==> src/rtl/reset_seq_pkg.sv <==
// Shared definitions for the reset sequencer: FSM states, reset-cause codes,
// active-low reset levels and the delay-counter helper.
package reset_seq_pkg;

  typedef enum logic [2:0] {
    ST_SYNC,
    ST_BUS_WAIT,
    ST_CPU_WAIT,
    ST_IO_WAIT,
    ST_RUN,
    ST_HOLD
  } state_t;

  localparam logic [1:0] RST_CAUSE_POR  = 2'b00;
  localparam logic [1:0] RST_CAUSE_SOFT = 2'b01;
  localparam logic [1:0] RST_CAUSE_WDT  = 2'b10;

  // Active-low domain reset levels.
  localparam logic RST_ASSERT  = 1'b0;
  localparam logic RST_RELEASE = 1'b1;

  localparam int CNT_W = 8;

  // Terminal count for a wait of dly cycles (counter starts at 0).
  function automatic logic [CNT_W-1:0] last_count(input int dly);
    return CNT_W'(dly - 1);
  endfunction

endpackage

==> src/rtl/rst_sync.sv <==
// Async-assert / sync-deassert reset synchronizer; reusable in any clock domain.
module rst_sync
  import reset_seq_pkg::*;
#(
  parameter int STAGES = 2
) (
  input  logic clk,
  input  logic rst_n,
  output logic sync_n
);

  logic [STAGES-1:0] chain;

  always_ff @(posedge clk or negedge rst_n) begin
    if (!rst_n) begin
      chain <= '0;
    end else begin
      chain <= {chain[STAGES-2:0], RST_RELEASE};
    end
  end

  assign sync_n = chain[STAGES-1];

endmodule

==> src/rtl/reset_seq.sv <==
// Reset sequencer: releases bus, CPU and I/O reset domains in order after the
// synchronized chip reset or a soft/watchdog request, and records the cause.
module reset_seq
  import reset_seq_pkg::*;
#(
  parameter int SYNC_STAGES = 2,
  parameter int BUS_DLY     = 16,
  parameter int CPU_DLY     = 16,
  parameter int IO_DLY      = 16,
  parameter int SOFT_HOLD   = 8
) (
  input  logic       clk,
  input  logic       reset,
  input  logic       soft_rst_req,
  input  logic       wdt_rst_req,
  output logic       bus_reset,
  output logic       cpu_reset,
  output logic       io_reset,
  output logic       sys_ready,
  output logic [1:0] rst_cause
);

  state_t           state;
  logic [CNT_W-1:0] cnt;
  logic             sync_n;

  rst_sync #(
    .STAGES(SYNC_STAGES)
  ) u_rst_sync (
    .clk   (clk),
    .rst_n (reset),
    .sync_n(sync_n)
  );

  // NOTE: state, counter and outputs are flops, so every assignment here is
  // non-blocking; blocking ones would let later branches see updated values.
  always_ff @(posedge clk or negedge reset) begin
    if (!reset) begin
      state     <= ST_SYNC;
      cnt       <= '0;
      bus_reset <= RST_ASSERT;
      cpu_reset <= RST_ASSERT;
      io_reset  <= RST_ASSERT;
      sys_ready <= 1'b0;
      rst_cause <= RST_CAUSE_POR;
    end else begin
      case (state)
        ST_SYNC: begin
          if (sync_n) begin
            state <= ST_BUS_WAIT;
            cnt   <= '0;
          end
        end

        ST_BUS_WAIT: begin
          if (cnt == last_count(BUS_DLY)) begin
            bus_reset <= RST_RELEASE;
            state     <= ST_CPU_WAIT;
            cnt       <= '0;
          end else begin
            cnt <= cnt + 8'd1;
          end
        end

        ST_CPU_WAIT: begin
          if (cnt == last_count(CPU_DLY)) begin
            cpu_reset <= RST_RELEASE;
            state     <= ST_IO_WAIT;
            cnt       <= '0;
          end else begin
            cnt <= cnt + 8'd1;
          end
        end

        ST_IO_WAIT: begin
          if (cnt == last_count(IO_DLY)) begin
            io_reset  <= RST_RELEASE;
            sys_ready <= 1'b1;
            state     <= ST_RUN;
            cnt       <= '0;
          end else begin
            cnt <= cnt + 8'd1;
          end
        end

        // Requests are only honoured here; elsewhere they are dropped.
        ST_RUN: begin
          if (wdt_rst_req || soft_rst_req) begin
            bus_reset <= RST_ASSERT;
            cpu_reset <= RST_ASSERT;
            io_reset  <= RST_ASSERT;
            sys_ready <= 1'b0;
            rst_cause <= wdt_rst_req ? RST_CAUSE_WDT : RST_CAUSE_SOFT;
            state     <= ST_HOLD;
            cnt       <= '0;
          end
        end

        ST_HOLD: begin
          if (cnt == last_count(SOFT_HOLD)) begin
            state <= ST_BUS_WAIT;
            cnt   <= '0;
          end else begin
            cnt <= cnt + 8'd1;
          end
        end

        default: begin
          state <= ST_SYNC;
          cnt   <= '0;
        end
      endcase
    end
  end

endmodule

==> config.mk <==
export PLATFORM = sky130hd
export DESIGN_NAME = reset_seq
export DESIGN_NICKNAME = d
export VERILOG_FILES = /design/src/rtl/reset_seq_pkg.sv /design/src/rtl/rst_sync.sv /design/src/rtl/reset_seq.sv
export SDC_FILE = /design/constraint.sdc
export NUM_CORES = 1
export LEC_CHECK = 0
export ABC_CLOCK_PERIOD_IN_PS = 2300
export CAP_MARGIN = 30
export CORE_MARGIN = 2
export CORE_UTILIZATION = 54
export CTS_CLUSTER_DIAMETER = 150
export CTS_CLUSTER_SIZE = 40
export DETAILED_ROUTE_END_ITERATION = 6
export GPL_TIMING_DRIVEN = 0
export PLACE_DENSITY = 0.77
export SLEW_MARGIN = 20
export SYNTH_ARGS = -nofsm -noshare
export SYNTH_HDL_FRONTEND = slang
export SYNTH_SLANG_ARGS = --single-unit
==> constraint.sdc <==
create_clock -name clk -period 2.3 [get_ports clk]
set_input_delay 0.23 -clock clk [delete_from_list [all_inputs] [get_ports clk]]
set_output_delay 0.23 -clock clk [all_outputs]
set_load 0.02 [all_outputs]
* Yosys cells after proc, flatten, opt, wreduce, memory -nomap -nowiden
Cells that the tools add are included.
** Word-level totals
- Bits in registers :: 18
- Bits of input ports :: 4
- Logic and storage cells :: 51
** Cells by class
- Equal/unequal tests :: 13
- Muxes and demuxes :: 18
- Add/subtract/negate cells :: 1
- Reduce and logical (&&, ||, !) cells :: 12
** Operator list (count)
- two-way mux 8 bit :: 4
- case mux 8 bit (4 select lines) :: 1
- two-way mux 3 bit :: 6
- case mux 3 bit (6 select lines) :: 1
- != test 2 bit, second input constant :: 5
- AND reduction 3 bit :: 3
- adder 8 x 1 -> 8 bit, second input constant :: 1
- equality test 8 x 3 -> 1 bit, second input constant :: 1
- equality test 8 x 4 -> 1 bit, second input constant :: 1
- equality test 3 x 2 -> 1 bit, second input constant :: 2
- equality test 3 bit, second input constant :: 2
- case mux 1 bit (2 select lines) :: 3
- AND reduction 6 bit :: 1
- nonzero test 2 bit :: 3
- AND reduction 2 bit :: 2
- equality test 3 x 1 -> 1 bit, second input constant :: 1
- logical NOT 3 bit :: 1
- OR reduction 3 bit :: 1
- two-way mux 1 bit :: 2
- two-way mux 2 bit :: 1
- != test 2 x 1 -> 1 bit, second input constant :: 1
- logical OR 1 bit :: 1

* Logic depth before layout (Yosys ltp)
Gate-level depths: netlist of run 1.
- Depth in word-level cells :: 3
- Gate-level depth with buffers :: 6
- Gate-level depth less buffers :: 5

* Hierarchy
From an unflattened synthesis of run 1, not the netlist that was laid out.
** Unflattened totals
- Cell total of the unflattened synthesis :: 98
- Area, all modules :: 932.1 µm²
** Modules (own cells, without submodules)
- reset_seq :: sequential area each 400.4 µm², cells each 95, times used 1, area each 878.3 µm²
- rst_sync :: sequential area each 50.0 µm², cells each 3, times used 1, area each 53.8 µm²

* Worst setup path after synthesis of run 1
Ideal clock, no wire load.
- Kind :: register to register
- Start :: register state[2]
- End :: register cnt[6]
- Path buffers :: 2
- Required time :: 2220 ps
- Path slack :: 702 ps
- Period minus slack after synthesis :: 1598 ps
- Data arrival time :: 1518 ps
- Library setup time :: 80 ps
- Cell stages (with the launch flop) :: 7
- Cell sequence :: dfrtp_1 -> buf_6 -> nand2b_4 -> and3_4 -> buf_6 -> or4_4 -> o211ai_2
** Between the ends
- Word-level cells in the longest chain between the ends :: 3
- Elaborated cells between the ends (all ways) :: 11
- Classes of those cells :: 7 x eq/ne; 1 x mux; 3 x reduce/logical
** Ends and longest elaborated chain
- start, declared :: line reset_seq.sv:23 : state_t state;
- start signal, assigned :: line reset_seq.sv:39 : state <= ST_SYNC;
- start signal, assigned :: line reset_seq.sv:50 : state <= ST_BUS_WAIT;
- start signal, assigned :: line reset_seq.sv:58 : state <= ST_CPU_WAIT;
- equality test 3 x 2 -> 1 bit, or another cell as far along :: line reset_seq.sv:47 : case (state)
- OR reduction 3 bit (no line), or another cell as far along
- case mux 8 bit (4 select lines) or AND reduction 2 bit (tied branches)
- end signal, assigned :: line reset_seq.sv:61 : cnt <= cnt + 8'd1;
- end signal, assigned :: line reset_seq.sv:71 : cnt <= cnt + 8'd1;
- end signal, assigned :: line reset_seq.sv:82 : cnt <= cnt + 8'd1;
- end, declared :: line reset_seq.sv:24 : logic [CNT_W-1:0] cnt;
Parallel ways exist; a longest one is shown, timed or not.
A chain may end at the register's enable or synchronous reset.

* Worst setup path in the final report of run 1
- Start :: register cnt[5]
- End :: register cnt[4]
** Between the ends
- Word-level cells in the longest chain between the ends :: 3
- Elaborated cells between the ends (all ways) :: 5
- Classes of those cells :: 2 x eq/ne; 3 x mux
** Ends and longest elaborated chain (line)
- equality test 8 x 3 -> 1 bit or equality test 8 x 4 -> 1 bit (tied branches)
- two-way mux 8 bit (on tied branches)
- case mux 8 bit (4 select lines) (*) :: reset_seq.sv:47
Mark *: on every way between the ends. The rest lies on a longest branch, timed or not.

==> metrics.cfg, run 1 <==
[drt]
postRouteAntennaNets = 0
drt_iter0_markers = 13
drt_wl_total_mm = 1.78
avgViaCountPerCell = 5.87
drc = 0
drt-pass1-iter-count = 4
vias = 734
post_drt_wl_per_cell_um = 14.2

[pwr]
power_density_nw_per_um2 = 469
fin_total_pwr_uw = 516
p_leak_nw = 0.460
ir_drop_mv = 0.345

[layout]
final_common_cell = dfrtp_1
multi_input_area_um2 = 455
synthToLayoutAreaGrowth_pct = 15.5
layout-drive-gt1-share_pct = 17.6
antenna_cells = 0
final_nets = 114
final_core_util_pct = 65.2
final_cells = 125
final_cell_area_um2 = 1100
layout_common_cells = dfrtp_1, nand2_1, o21ai_0, clkdlybuf4s50_1, nor2_1
seqCellArea_um2 = 450
fill_cells = 141

[setup_path]
critPathBufInv = 0
reg2reg_depth = 4
reg2reg_to = cnt[4]
critPathKind = register to register
cp_slowest_cell = dfrtp_1
path_cells = nor4_2 -> a21oi_1 -> nor2_1 -> o211ai_1
crit_family = simple AND/OR/NAND/NOR gates
r2r-start = cnt[5]
worst-path-stages = 4
cpPeakStageDelay_ps = 450
cp.arrival_ps = 2060
ff2ff_setup_slack_ps = 380
crit_path_start_kind = register
crit_path_end_kind = register
worstPathMaxFanout = 8
crit_required_ps = 2440

[floorplan]
rows = 15
die_h_um = 46.0
start_util_pct = 56.4
die_x_um = 46.0
die_area_um2 = 2120
coreArea_um2 = 1690
ios = 10

[sta]
worst_clock_skew_ps = 7.90
final-hold-violation-count = 0
grt_setup_unrepaired = no
fin_ws_ps = 380
finalCritPeriodShare_pct = 83.5
maxSlewHeadroom_pct = 48.7
setup_viol = 0
timing.hold.ws_ps = 354
slew_viol_final = 0
max_freq_mhz = 521
tns_ps = 0
min_period_ps = 1920
worstMarginPinSlew_ps = 767

[min_path]
hold_path_depth = 0
hold_class = register to register
min_from = u_rst_sync.chain[0]
min_to = u_rst_sync.chain[1]

[cts]
hold_buffers = 0
insertion_delay_ps = 280
cts.reportedPaths.clkPinSlew_ps = 100
cts-buffers-inserted = 3
clk_path_buf_depth = 2
cts_tree = done
cts_resized = 0
clockRootBuffer = clkbuf_4
cts-htree-levels = 1
post_cts_buffers = 0
cts.sinks = 18

[logic_synthesis]
yosys.area.top_type = dfrtp_1
syn_nets = 100
ys_async_sr_fraction_pct = 100
ys_ff_latch = 18
synth_flop_cell = dfrtp_1
syn-instance-count = 95
yosysWarnings = 0
synth_seq_area_share_pct = 47.2
netlist_area_um2 = 953
synth_top_area_share_pct = 47.2
yosys-top-cells-area = dfrtp_1, o21ai_0, nand2_1
synth-edff-count = 0
ys_types = 38
syn_avg_cell_area_um2 = 10.0

[grt]
antenna_found_initial = 0
grt_pass1_wl_mm = 2.99
grt_pass1_vias = 686
overflow = 0
grt_usage_pct = 19.7
grt_max_degree = 19

[placement]
routabilityCongestion = 0.718
placed_area_um2 = 1060
hpwl_mm = 1.32
port-buffer-count = 9
dpl.cell_count = 121
dp_slack_ps = 412

[status]
status = complete, no violations

[job]
max-cap-violations = 0

-- final cells by class --
class | instances | area share [%]
tap | 17 | 1.93
clock buffer | 4 | 3.30
multi-input combinational | 72 | 41.4
buffer | 5 | 4.32
timing repair buffer | 9 | 8.18
sequential | 18 | 40.9
-- Yosys cell counts (all sizes together), types with 2 or more instances --
cell	count
dfrtp	18
nand2	16
o21ai	13
nor2	7
o211ai	5
buf	3
nand3	3
a21oi	2
a22o	2
and3	2
clkbuf	2
nor4	2
xor2	2
-- how the worst max path moves through the flow --
| stage | start | end | slack, ps |
|---|---|---|---|
| after floorplan | state[2] | cnt[6] | 700 |
| after global placement | wdt_rst_req | cnt[6] | 430 |
| after detailed placement | wdt_rst_req | cnt[6] | 410 |
| after CTS | cnt[5] | cnt[4] | 400 |
| after global routing | cnt[5] | cnt[4] | 220 |
| final | cnt[5] | cnt[4] | 380 |
-- logic make-up (layout without fill, tap and decap cells) --
logic type / count (synthesis) / after routing / synth area share (%)
AOI/OAI and AO/OA: 28 / 28 / 20.1
xor gates and xnor gates: 2 / 2 / 1.84
DFF: 18 / 18 / 47.2
buffers and inverters: 5 / 18 / 4.99
other: 1 / 1 / 0.393
adders and majority gates: 1 / 1 / 1.31
and+or+nand+nor: 39 / 39 / 23.0
muxes: 1 / 1 / 1.18
-- registers in the layout, summed over array words and instances, names as in the netlist --
name,cells
cnt,8
cpu_reset,1
state,3
sys_ready,1
rst_cause,2
u_rst_sync.chain,2
bus_reset,1
-- worst register-to-register path, delay by kind of cell, from the launching register on --
kind / cells / cell delay [ps]
AOI/OAI and AO/OA: 2 / 460
and+or+nand+nor: 2 / 880
DFF: 1 / 450
-- routing by layer --
metal / vias up / share of wire, % / GRT usage, %
met2: 13 / 49 / 32.2
met4: 0 / 0.56 / 5.14
met1: 354 / 48 / 27.6
met5: - / 0 / 0
met3: 2 / 2.4 / 2.38
li1: 365 / - / -
-- power breakdown --
group | switching (mW) | total, mW | internal (mW)
registers | 0.000946 | 0.319 | 0.318
logic | 0.00691 | 0.0121 | 0.00523
clock network | 0.0890 | 0.185 | 0.0961
No activity file was read; power rests on OpenSTA's default activity.
==> run 2, diff against run 1 <==
- ABC_CLOCK_PERIOD_IN_PS: 2300 -> 1800
- clock period: 2.3 -> 1.8 ns (I/O delays scaled with it)
==> run 2 against run 1 <==
Total power up 29%. Critical endpoint is now cnt[1]. Fmax up 13%. Critical path depth unchanged. Wire length up 2.2%. Cell area up 3.4%. Highest routed layer unchanged.
==> metrics.cfg, run 2 (synthesis results as in run 1) <==
[placement]
placed_area_um2 = 1060  ; unchanged
routabilityCongestion = 0.718  ; unchanged
dpl.cell_count = 121  ; unchanged
dp_slack_ps = -75.7  ; was 412 ps
hpwl_mm = 1.32  ; unchanged
port-buffer-count = 9  ; unchanged

[cts]
hold_buffers = 0  ; unchanged
cts-htree-levels = 1  ; unchanged
cts.sinks = 18  ; unchanged
insertion_delay_ps = 280  ; about the same
cts.reportedPaths.clkPinSlew_ps = 100  ; about the same
cts-buffers-inserted = 3  ; unchanged
cts_tree = done  ; unchanged
clk_path_buf_depth = 2  ; unchanged
clockRootBuffer = clkbuf_4  ; unchanged

[setup_path]
critPathBufInv = 0  ; unchanged
crit_required_ps = 1980  ; was 2440 ps
worstPathMaxFanout = 8  ; unchanged
r2r-start = cnt[6]  ; was cnt[5]
cp_slowest_cell = dfrtp_1  ; unchanged
cpPeakStageDelay_ps = 460  ; was 450 ps
crit_path_start_kind = register  ; unchanged
crit_family = simple AND/OR/NAND/NOR gates  ; unchanged
critPathKind = register to register  ; unchanged
cp.arrival_ps = 1880  ; was 2060 ps
setup.worst_path.start = cnt[6]  ; was cnt[5]
path_cells = nor4_4 -> a21oi_2 -> or2_1 -> a22o_2  ; was nor4_2 -> a21oi_1 -> nor2_1 -> o211ai_1
crit_path_end_kind = register  ; unchanged

[layout]
final_core_util_pct = 67.4  ; was 65.2%
largest_reg_flops = 8  ; unchanged
fill_cells = 133  ; was 141
largest-register = cnt  ; unchanged
layout_common_cells = dfrtp_1, nand2_1, o21ai_0, clkdlybuf4s50_1, nor2_1  ; unchanged
seqCellArea_um2 = 450  ; unchanged
synthToLayoutAreaGrowth_pct = 19.4  ; was 15.5%
reg_top3 = cnt: 8 flops, state: 3 flops  ; unchanged
layout-drive-gt1-share_pct = 20.9  ; was 17.6%
final_common_cell = dfrtp_1  ; unchanged
final_cells = 127  ; was 125
final_nets = 116  ; was 114
final_cell_area_um2 = 1140  ; was 1100 um^2
antenna_cells = 0  ; unchanged
multi_input_area_um2 = 478  ; was 455 um^2

[sta]
max_freq_mhz = 586  ; was 521 MHz
grt_setup_unrepaired = no  ; unchanged
timing.hold.ws_ps = 338  ; was 354 ps
slew_viol_final = 0  ; unchanged
tns_ps = 0  ; unchanged
setup_viol = 0  ; unchanged
maxSlewHeadroom_pct = 48.2  ; was 48.7%
min_period_ps = 1710  ; was 1920 ps
worstMarginPinSlew_ps = 774  ; was 767 ps
final-hold-violation-count = 0  ; unchanged
finalCritPeriodShare_pct = 94.7  ; was 83.5%
fin_ws_ps = 94.9  ; was 380 ps
worst_clock_skew_ps = 5.22  ; was 7.90 ps

[drt]
drt-pass1-iter-count = 4  ; unchanged
drc = 0  ; unchanged
drt_wl_total_mm = 1.82  ; was 1.78 mm
post_drt_wl_per_cell_um = 14.3  ; was 14.2 um
drt_iter0_markers = 12  ; was 13
avgViaCountPerCell = 5.86  ; was 5.87
postRouteAntennaNets = 0  ; unchanged
vias = 744  ; was 734

[pwr]
pwr-share-comb_pct = 2.3  ; was 2.4%
p_int_uw = 536  ; was 419 uW
switching_share_pct = 19.4  ; was 18.8%
ir_drop_mv = 0.652  ; was 0.345 mV
pwr-share-clk_pct = 36.3  ; was 35.9%
p_switching_uw = 129  ; was 96.9 uW
fin_total_pwr_uw = 665  ; was 516 uW
p_leak_nw = 0.478  ; was 0.460 nW
power_density_nw_per_um2 = 584  ; was 469 nW/um^2
p_seq_share_pct = 61.3  ; was 61.8%

[grt]
grt_pass1_vias = 709  ; was 686
grt_usage_pct = 20.2  ; was 19.7%
overflow = 0  ; unchanged
grt_pass1_wl_mm = 3.08  ; was 2.99 mm
antenna_found_initial = 0  ; unchanged
grt_max_degree = 19  ; unchanged

[status]
status = complete, no violations  ; unchanged

[min_path]
hold_class = input pin to asynchronous set/reset pin  ; was register to register

[floorplan]
ios = 10  ; unchanged
start_util_pct = 56.4  ; unchanged
die_area_um2 = 2120  ; unchanged
die_h_um = 46.0  ; unchanged
coreArea_um2 = 1690  ; unchanged
rows = 15  ; unchanged
die_x_um = 46.0  ; unchanged

[job]
max-cap-violations = 0  ; unchanged

## run 2: changes by cell type in the layout (fill, tap and decap cells not counted)
| cell | before | now |
|---|---|---|
| a211oi_2 | 1 | 0 |
| a211oi_4 | 0 | 1 |
| a21oi_1 | 2 | 1 |
| a21oi_2 | 0 | 1 |
| buf_4 | 1 | 3 |
| nor2_1 | 6 | 5 |
| nor2_2 | 0 | 1 |
| nor4_2 | 1 | 0 |
| nor4_4 | 0 | 1 |
## run 2: final timing paths
check / endpoint / slack (ps) / cells past startpoint
max: cnt[1] / 90 / 4
min: cpu_reset / 340 / 1
max reg2reg: cnt[1] / 90 / 4
min reg2reg: u_rst_sync.chain[1] / 360 / 0
max in group asynchronous: u_rst_sync.chain[0] / 980 / 1
min in group clk: u_rst_sync.chain[1] / 360 / 0
## run 2: layout make-up
type	count	share of cell area, %
Buffer	5	4.18
Tap cell	17	1.87
Timing Repair Buffer	11	9.23
Clock buffer	4	3.19
Sequential cell	18	39.6
Multi-Input combinational cell	72	42.0
## run 2: what timing repair did
item | in CTS | in global routing
buffers inserted | 0 | 2
setup endpoints to repair | 6 | 6
pin swaps | 0 | 1
gates resized for setup | 4 | 0
## run 2: power groups by stage
stage	registers, mW	clock network [mW]	logic (mW)
after global placement	0.416	0	0.0155
after CTS	0.408	0.245	0.0161
after detailed placement	0.416	0	0.0160
after floorplan	0.415	0	0.00140
final	0.408	0.242	0.0156
after global routing	0.408	0.255	0.0187
## run 2: per-layer routing
layer	track usage [%]	vias up	part of all wire [%]	routed length, um
li1	-	370	-	-
met1	27.7	352	46	842
met2	33.9	20	49	894
met3	2.38	2	3.8	70
met4	5.14	0	0.77	14
met5	0	-	0	0
